==> config.mk <==
export PLATFORM = sky130hd
export DESIGN_NAME = skip_mask_gen_flat
export DESIGN_NICKNAME = d
export VERILOG_FILES = /design/src/rtl/skip_mask_gen_pkg.sv /design/src/rtl/skip_mask_gen_if.sv /design/src/rtl/skip_mask_gen_bres_step.sv /design/src/rtl/skip_mask_gen.sv /design/src/flat_wrapper.sv
export SDC_FILE = /design/constraint.sdc
export NUM_CORES = 1
export LEC_CHECK = 0
export ABC_AREA = 1
export ABC_CLOCK_PERIOD_IN_PS = 1900
export CAP_MARGIN = 20
export CORE_MARGIN = 1
export CORE_UTILIZATION = 51
export CTS_BUF_LIST = sky130_fd_sc_hd__clkbuf_4 sky130_fd_sc_hd__clkbuf_8
export CTS_CLUSTER_DIAMETER = 40
export DETAILED_ROUTE_END_ITERATION = 8
export GPL_TIMING_DRIVEN = 0
export PLACE_DENSITY = 0.78
export SYNTH_ARGS = -nofsm -noshare
export SYNTH_HDL_FRONTEND = slang
export SYNTH_SLANG_ARGS = --single-unit
==> constraint.sdc <==
create_clock -name iCLK -period 1.9 [get_ports iCLK]
set_clock_uncertainty 0.15 [all_clocks]
set_input_delay 0.38 -clock iCLK [delete_from_list [all_inputs] [get_ports iCLK]]
set_output_delay 0.38 -clock iCLK [all_outputs]
set_load 0.02 [all_outputs]
==> src/rtl/skip_mask_gen_pkg.sv <==
// Shared definitions for the clock-skip mask generator: FSM states,
// default ring length and the skip-count width derivation.
package skip_pkg;

    localparam int LEN_DEF = 16;

    typedef enum logic [1:0] {
        IDLE = 2'd0,
        GEN  = 2'd1,
        WAIT = 2'd2
    } state_t;

    // A count of 0..len skipped pulses needs clog2(len+1) bits.
    function automatic int nw_of(input int len);
        return $clog2(len + 1);
    endfunction

endpackage

==> src/rtl/skip_mask_gen_if.sv <==
// Control/status bundle between the skip-mask generator and its host/ring.
// WR is a single-cycle request strobe with N as payload: it is accepted only on
// an edge where BUSY=0; a WR seen while BUSY=1 is dropped and raises ERR.
interface skip_mask_gen_if #(
    parameter int LEN = skip_pkg::LEN_DEF,
    parameter int NW  = skip_pkg::nw_of(LEN)
);
    import skip_pkg::*;

    logic           WR;
    logic [NW-1:0]  N;
    logic           EN;
    logic           B0;
    logic [LEN-1:0] MASK;
    logic           E;
    logic           BUSY;
    logic           PEND;
    logic           ERR;
    state_t         STATE;

    modport slave (
        input  WR, N, EN, B0,
        output MASK, E, BUSY, PEND, ERR, STATE
    );

    modport master (
        output WR, N, EN, B0,
        input  MASK, E, BUSY, PEND, ERR, STATE
    );

endinterface

==> src/rtl/skip_mask_gen_bres_step.sv <==
// One combinational Bresenham step: adds the skip count to the accumulator and
// emits a mask bit whenever the running sum wraps past the ring length.
module skip_bres_step #(
    parameter int LEN = skip_pkg::LEN_DEF,
    parameter int NW  = skip_pkg::nw_of(LEN)
) (
    input  logic [NW-1:0] acc_i,
    input  logic [NW-1:0] nc_i,
    output logic [NW-1:0] acc_o,
    output logic          bit_o
);

    // One extra bit so acc (< LEN) plus nc (<= LEN) never overflows.
    logic [NW:0] sum;

    always_comb begin
        sum   = {1'b0, acc_i} + {1'b0, nc_i};
        bit_o = 1'b0;
        acc_o = sum[NW-1:0];
        if (sum >= (NW+1)'(LEN)) begin
            bit_o = 1'b1;
            acc_o = NW'(sum - (NW+1)'(LEN));
        end
    end

endmodule

==> src/rtl/skip_mask_gen.sv <==
// Builds an evenly spread LEN-bit skip mask one bit per cycle into a shadow
// register and commits it to the ring only at a frame boundary.
module skip_mask_gen
    import skip_pkg::*;
#(
    parameter int LEN = LEN_DEF,
    parameter int NW  = nw_of(LEN)
) (
    input logic              iCLK,
    input logic              RST,
    skip_mask_gen_if.slave   bus
);

    localparam int IW = $clog2(LEN);

    state_t         state_q, state_d;
    logic [NW-1:0]  acc_q, acc_d;
    logic [NW-1:0]  nc_q, nc_d;
    logic [IW-1:0]  idx_q, idx_d;
    logic [LEN-1:0] shadow_q, shadow_d;
    logic [LEN-1:0] mask_q, mask_d;
    logic           err_q, err_d;
    logic           e_q;

    logic [NW-1:0]  step_acc;
    logic           step_bit;

    skip_bres_step #(
        .LEN (LEN),
        .NW  (NW)
    ) u_step (
        .acc_i (acc_q),
        .nc_i  (nc_q),
        .acc_o (step_acc),
        .bit_o (step_bit)
    );

    always_ff @(posedge iCLK) begin
        if (RST) begin
            state_q  <= IDLE;
            acc_q    <= '0;
            nc_q     <= '0;
            idx_q    <= '0;
            shadow_q <= '0;
            mask_q   <= '0;
            err_q    <= 1'b0;
            e_q      <= 1'b0;
        end else begin
            state_q  <= state_d;
            acc_q    <= acc_d;
            nc_q     <= nc_d;
            idx_q    <= idx_d;
            shadow_q <= shadow_d;
            mask_q   <= mask_d;
            err_q    <= err_d;
            e_q      <= bus.EN;
        end
    end

    always_comb begin
        state_d  = state_q;
        acc_d    = acc_q;
        nc_d     = nc_q;
        idx_d    = idx_q;
        shadow_d = shadow_q;
        mask_d   = mask_q;
        err_d    = err_q;

        case (state_q)
            IDLE: begin
                if (bus.WR) begin
                    nc_d    = (bus.N > NW'(LEN)) ? NW'(LEN) : bus.N;
                    err_d   = (bus.N > NW'(LEN));
                    acc_d   = '0;
                    idx_d   = '0;
                    state_d = GEN;
                end
            end
            GEN: begin
                if (bus.WR) err_d = 1'b1;
                shadow_d[idx_q] = step_bit;
                acc_d           = step_acc;
                idx_d           = idx_q + IW'(1);
                if (idx_q == IW'(LEN - 1)) state_d = WAIT;
            end
            WAIT: begin
                if (bus.WR) err_d = 1'b1;
                // Registered E, not EN: the ring only sees E, so a frame
                // boundary is judged from what the ring is actually doing.
                if (!e_q || bus.B0) begin
                    mask_d  = shadow_q;
                    state_d = IDLE;
                end
            end
            default: state_d = IDLE;
        endcase
    end

    assign bus.MASK  = mask_q;
    assign bus.E     = e_q;
    assign bus.BUSY  = (state_q != IDLE);
    assign bus.PEND  = (state_q == WAIT);
    assign bus.ERR   = err_q;
    assign bus.STATE = state_q;

endmodule

==> src/flat_wrapper.sv <==
// flat-port wrapper written by rule: the top's interface ports become plain ports
module skip_mask_gen_flat import skip_pkg::*;
#(
    parameter int LEN = LEN_DEF,
    parameter int NW  = nw_of(LEN)
)
  (iCLK, RST, bus_WR, bus_N, bus_EN, bus_B0, bus_MASK, bus_E, bus_BUSY, bus_PEND, bus_ERR, bus_STATE);
  skip_mask_gen_if #(.LEN(LEN), .NW(NW)) bus_i ();
  input logic iCLK;
  input logic RST;
  input wire logic [$bits(bus_i.WR)-1:0] bus_WR;
  input wire logic [$bits(bus_i.N)-1:0] bus_N;
  input wire logic [$bits(bus_i.EN)-1:0] bus_EN;
  input wire logic [$bits(bus_i.B0)-1:0] bus_B0;
  output wire logic [$bits(bus_i.MASK)-1:0] bus_MASK;
  output wire logic [$bits(bus_i.E)-1:0] bus_E;
  output wire logic [$bits(bus_i.BUSY)-1:0] bus_BUSY;
  output wire logic [$bits(bus_i.PEND)-1:0] bus_PEND;
  output wire logic [$bits(bus_i.ERR)-1:0] bus_ERR;
  output wire logic [$bits(bus_i.STATE)-1:0] bus_STATE;
  assign bus_i.WR = bus_WR;
  assign bus_i.N = bus_N;
  assign bus_i.EN = bus_EN;
  assign bus_i.B0 = bus_B0;
  assign bus_MASK = bus_i.MASK;
  assign bus_E = bus_i.E;
  assign bus_BUSY = bus_i.BUSY;
  assign bus_PEND = bus_i.PEND;
  assign bus_ERR = bus_i.ERR;
  assign bus_STATE = bus_i.STATE;
  skip_mask_gen #(.LEN(LEN), .NW(NW)) u_core (.iCLK(iCLK), .RST(RST), .bus(bus_i));
endmodule
## Word-level counts from Yosys, hierarchy flattened

Cells that the tools add are included.

| operators by class | value |
|---|---|
| add/subtract/negate cells | 3 |
| magnitude comparators | 4 |
| equality and inequality tests | 7 |
| multiplexer cells | 17 |
| reduce and logical (&&, ||, !) cells | 13 |

Operator list:

| cell | number |
|---|---|
| 16-bit bitwise mux | 1 |
| 5-bit 2-to-1 mux | 3 |
| 5-bit one-hot mux with 2 select lines | 1 |
| 4-bit one-hot mux with 2 select lines | 1 |
| 5-bit by 5-bit adder with 6-bit output | 1 |
| 6-bit by 5-bit greater-or-equal comparator with 1-bit output, second input constant | 1 |
| 2-bit 2-to-1 mux | 3 |
| 2-bit by 1-bit inequality test with 1-bit output, second input constant | 3 |
| 2-bit one-hot mux with 3 select lines | 1 |
| 2-bit AND reduction | 3 |
| 3-bit AND reduction | 2 |
| 2-bit nonzero test | 3 |
| 5-bit > comparator, second input constant | 1 |
| 4-bit by 5-bit < comparator with 1-bit output, second input constant | 1 |
| 5-bit subtractor, second input constant | 1 |
| 4-bit by 1-bit adder with 4-bit output, second input constant | 1 |
| 1-bit demux with 4-bit select | 1 |
| 4-bit equality test, second input constant | 1 |
| 4-bit by 1-bit greater-or-equal comparator with 1-bit output, second input constant | 1 |
| 1-bit 2-to-1 mux | 4 |
| 4-bit 2-to-1 mux | 1 |
| 2-bit by 1-bit equality test with 1-bit output, second input constant | 1 |
| 2-bit equality test, second input constant | 1 |
| 2-bit zero test | 1 |
| 6 further kinds | 6 |

| storage, ports and cells | value |
|---|---|
| flip-flop bits (word level) | 50 |
| input bits | 10 |
| output and inout port bits | 22 |

## Depth between registers and ports, before layout

| logic depth | value |
|---|---|
| word-level depth | 5 |
| gate-level depth with buffers | 11 |
| depth with buffers taken out | 10 |

## Modules after synthesis

A second synthesis with hierarchy kept.

| unflattened totals | value |
|---|---|
| cells, all modules | 310 |
| area total of the unflattened synthesis | 2312.2 µm² |

By module, submodules not included:

| module | instances | cells each | area each (µm²) | seq. area each (µm²) |
|---|---|---|---|---|
| skip_mask_gen | 1 | 271 | 2078.2 | 1001.0 |
| skip_bres_step | 1 | 39 | 234.0 | 0.0 |

## Worst setup path before layout

OpenSTA, ideal clock, no wires.

| timing | value |
|---|---|
| path kind | register to register |
| start | register u_core.nc_q[0] |
| end | register u_core.shadow_q[10] |
| library setup time | 0.112 ns |
| arrival time | 1.570 ns |
| data required time | 1.638 ns |
| setup slack | 0.068 ns |
| cell stages (with the launch flop) | 12 |
| path buffers | 1 |
| period minus slack after synthesis | 1.832 ns |
| path through | dfxtp_1 -> ha_1 -> fa_1 -> nand2_1 -> nand2_1 -> nand2_1 -> nand2_1 -> nand2_1 -> nand2_2 -> buf_6 -> o21ai_2 -> inv_1 |

| on the way | value |
|---|---|
| longest elaborated chain between the ends | 4 |

Ends and longest elaborated chain:

| what | line | source |
|---|---|---|
| start, declared | skip_mask_gen.sv:18 | `logic [NW-1:0] nc_q, nc_d;` |
| start signal, assigned | skip_mask_gen.sv:51 | `nc_q <= nc_d;` |
| 5-bit by 5-bit adder with 6-bit output | skip_mask_gen_bres_step.sv:17 | `sum = {1'b0, acc_i} + {1'b0, nc_i};` |
| 6-bit by 5-bit greater-or-equal comparator with 1-bit output | skip_mask_gen_bres_step.sv:20 | `if (sum >= (NW+1)'(LEN)) begin` |
| 1-bit 2-to-1 mux | skip_mask_gen_bres_step.sv:20 |  |
| 16-bit bitwise mux | skip_mask_gen.sv:81 | `shadow_d[idx_q] = step_bit;` |
| end signal, assigned | skip_mask_gen.sv:53 | `shadow_q <= shadow_d;` |
| end, declared | skip_mask_gen.sv:20 | `logic [LEN-1:0] shadow_q, shadow_d;` |

No other way between the ends.
A chain may end at the register's enable or synchronous reset.

## Worst setup path after layout

| timing | value |
|---|---|
| start | register u_core.state_q[0], in the netlist u_core.bus.STATE[0] |
| end | output bus_BUSY |

| on the way | value |
|---|---|
| longest elaborated chain between the ends | 1 |

Ends and longest elaborated chain:

| what | line | source |
|---|---|---|
| start, declared | skip_mask_gen.sv:16 | `state_t state_q, state_d;` |
| start signal, assigned | skip_mask_gen.sv:49 | `state_q <= state_d;` |
| 2-bit nonzero test | skip_mask_gen.sv:101 | `assign bus.BUSY = (state_q != IDLE);` |
| end, declared | flat_wrapper.sv:17 | `output wire logic [$bits(bus_i.BUSY)-1:0] bus_BUSY;` |

No other way between the ends.

==> impl_metrics.yaml <==
clock_network:
  path_clk_slew_ns: 0.09
  clock_latency_ns: 0.31
  cts_tree: "done"
  numCtsBuffers: 5
  root_buffer: "clkbuf_8"
  cts-hold-fix-buffers: 0
  cts_sinks: 50
  cts_max_level: 2
  cts_buffer_depth: 2
critical_path:
  crit_buf_inv: 3
  arrival_ns: 1.31
  critPathRequiredTime_ns: 1.37
  cp-start-kind: "flip-flop"
  max_stage_delay_ns: 0.34
  worstPathCellList: "inv_1 > ha_2 > inv_1 > clkdlybuf4s15_2"
  crit_path_max_fanout: 6
  cp_common_cell: "inv_1"
  crit_family: "buffers and inverters"
  critical_path_class: "reg2out"
  end_kind: "output port"
  slowest_stage: "dfxtp_2"
global_route:
  grt_max_degree: 16
  grt_usage: 0.218
  antenna_found_initial: 0
  grt_pass1_wl_um: 8420
  grt_pass1_vias: 1929
  overflow: 0
synthesis:
  avgSynthCellArea_um2: 7.34
  yosysTopAreaCell: "dfxtp_1"
  async_reset_ff_frac: 0
  synth_area_leaders: "dfxtp_1, a21oi_1, inv_1, nand2_1, ha_1"
  ys_ff_latch: 50
  synth-edff-count: 0
  synth_ff_type: "dfxtp_1"
  netlist_area_um2: 2310
  netlist.area_leader.share: 0.433
  synth_cells: 315
  synth.top_cells.by_count: "inv_1, nand2_1, dfxtp_1"
  syn-num-nets: 338
  yosysWarningCount: 0
  seq_area_frac_synth: 0.433
  yosysUniqueCellTypes: 20
  synth.most_common_cell: "inv_1"
drt:
  first_pass_iters: 4
  vias: 2053
  drc: 0
  ant_nets: 0
  wire_per_inst_um: 11.7
  drt-total-wl_um: 4790
  viasPerCell: 5.01
  drt_iter0_drc: 141
pwr:
  peakVddDrop_uv: 683
  power_leakage_nw: 1.31
  cellPowerDensity_nw_per_um2: 1090
cells_and_area:
  nFillCells: 369
  antenna_cells: 0
  syn_to_final_growth_pct: 26.5
  drive_gt1_frac: 0.134
  fin_util: 0.672
  fin_nets: 381
run:
  max-cap-violations: 0
timing:
  period_needed_ns: 1.84
  slew_headroom: 0.659
  period_share: 0.967
  fin_tns_setup_ns: 0
  finalHoldViolCount: 0
  final_max_slew_viol_count: 0
  fin_hold_ws_ns: 0.296
  setup_viol: 0
  fmax_ghz: 0.544
  rsz0062_at_grt: "true"
  tightest_slew_ns: 0.512
floorplan:
  die_h_um: 69.4
  io-pin-count: 32
  fp.dieArea_um2: 4810
  core_um2: 4350
  start_util: 0.531
  rows: 24
  die_w_um: 69.4
min_path:
  hp-class: "reg2reg"
placed_design:
  dpl.hpwl_um: 3350
  portBuffers: 31
  place.gp.congestion: 0.859
outcome:
  status: "finished, final reports clean"
## per-layer routing
layer  track usage  vias up  wire (um)  share of wire
li1              -     1080          -              -
met1         0.253      919       2020           0.42
met2         0.393       46       2480           0.52
met3        0.0523        8        233          0.049
met4        0.0703        0         61          0.013
met5             0        -          0              0
## flip-flops by register name (all words and copies together), names as in the netlist
register and cells:
u_core.shadow_q 16, u_core.bus.MASK 16, u_core.nc_q 5, u_core.acc_q 5, u_core.bus.ERR 1, u_core.bus.E 1
u_core.bus.STATE 2, u_core.idx_q 4
## cell usage in the layout, fill, tap and decap left out, types with 4 or more instances in the layout
master           Yosys  final
inv_1               62     62
nand2_1             59     54
dfxtp_1             50     46
a21oi_1             47     45
clkdlybuf4s50_1      0     29
o21ai_0             28     23
o21ai_2             11     15
nor2_1              15     14
ha_1                12     10
nand3_1              7      7
clkbuf_1             7      6
nand2_2              2      6
nor3_1               6      6
clkbuf_8             0      5
dfxtp_2              0      4
## worst paths after layout
kind / end / startpoint / slack [ns] / depth (start not counted)
setup / recovery: bus_BUSY / u_core.bus.STATE[0] / 0.06 / 4
hold / removal: u_core.bus.MASK[1] / u_core.shadow_q[1] / 0.30 / 2
setup reg to reg: u_core.shadow_q[4] / u_core.nc_q[0] / 0.07 / 11
hold reg to reg: u_core.bus.MASK[1] / u_core.shadow_q[1] / 0.30 / 2
## worst reg2reg max path: stages (launching register included)
cell and delay, ns:
dfxtp_2 0.34, ha_4 0.16, fa_2 0.34, nand2_2 0.08, nand2_2 0.06, nand2_2 0.06
nand2_2 0.05, nand2_2 0.08, nand2_4 0.09, buf_6 0.15, o21ai_1 0.11, inv_1 0.05
## area by class of cell
class                           instances  area (um2)  share of cell area
Multi-Input combinational cell        194        1100               0.375
Sequential cell                        50        1010               0.344
Timing Repair Buffer                   36         372               0.127
Inverter                               62         233              0.0795
Clock buffer                            5        68.8              0.0235
Tap cell                               52        65.1              0.0222
Buffer                                  9        46.3              0.0158
Clock inverter                          2        38.8              0.0133
## report_power, final
group	internal, mW	leakage (nW)	switching (mW)
clock	0.387	0.0542	0.346
sequential	1.20	0.407	0.0900
combinational	0.475	0.847	0.701
## cells by family after synthesis
| kind of cell | share of synthesized area |
|---|---|
| AND/OR/NAND/NOR | 0.168 |
| AO/OA/AOI/OAI | 0.207 |
| buffers and inverters | 0.119 |
| flip-flops | 0.433 |
| adder cells (fa/ha/maj) | 0.0736 |
## through the flow
step	std cells	power [mW]	setup slack, ns	cell area [um2]
detailed placement	398	2.37	-0.170	2690
CTS	409	3.18	0.0141	2880
global placement	398	2.35	-0.174	2690
floorplan	315	1.97	0.0680	2310
global route	410	3.39	-0.0303	2930
finish	410	3.20	0.0628	2930
## repair_timing
item                       in CTS  in global routing
cloned                          1                  0
pin swaps                       5                  3
gates resized for setup        21                 13
setup buffers                   3                  1
setup endpoints to repair      18                 28
(Power assumes the default switching activity.)
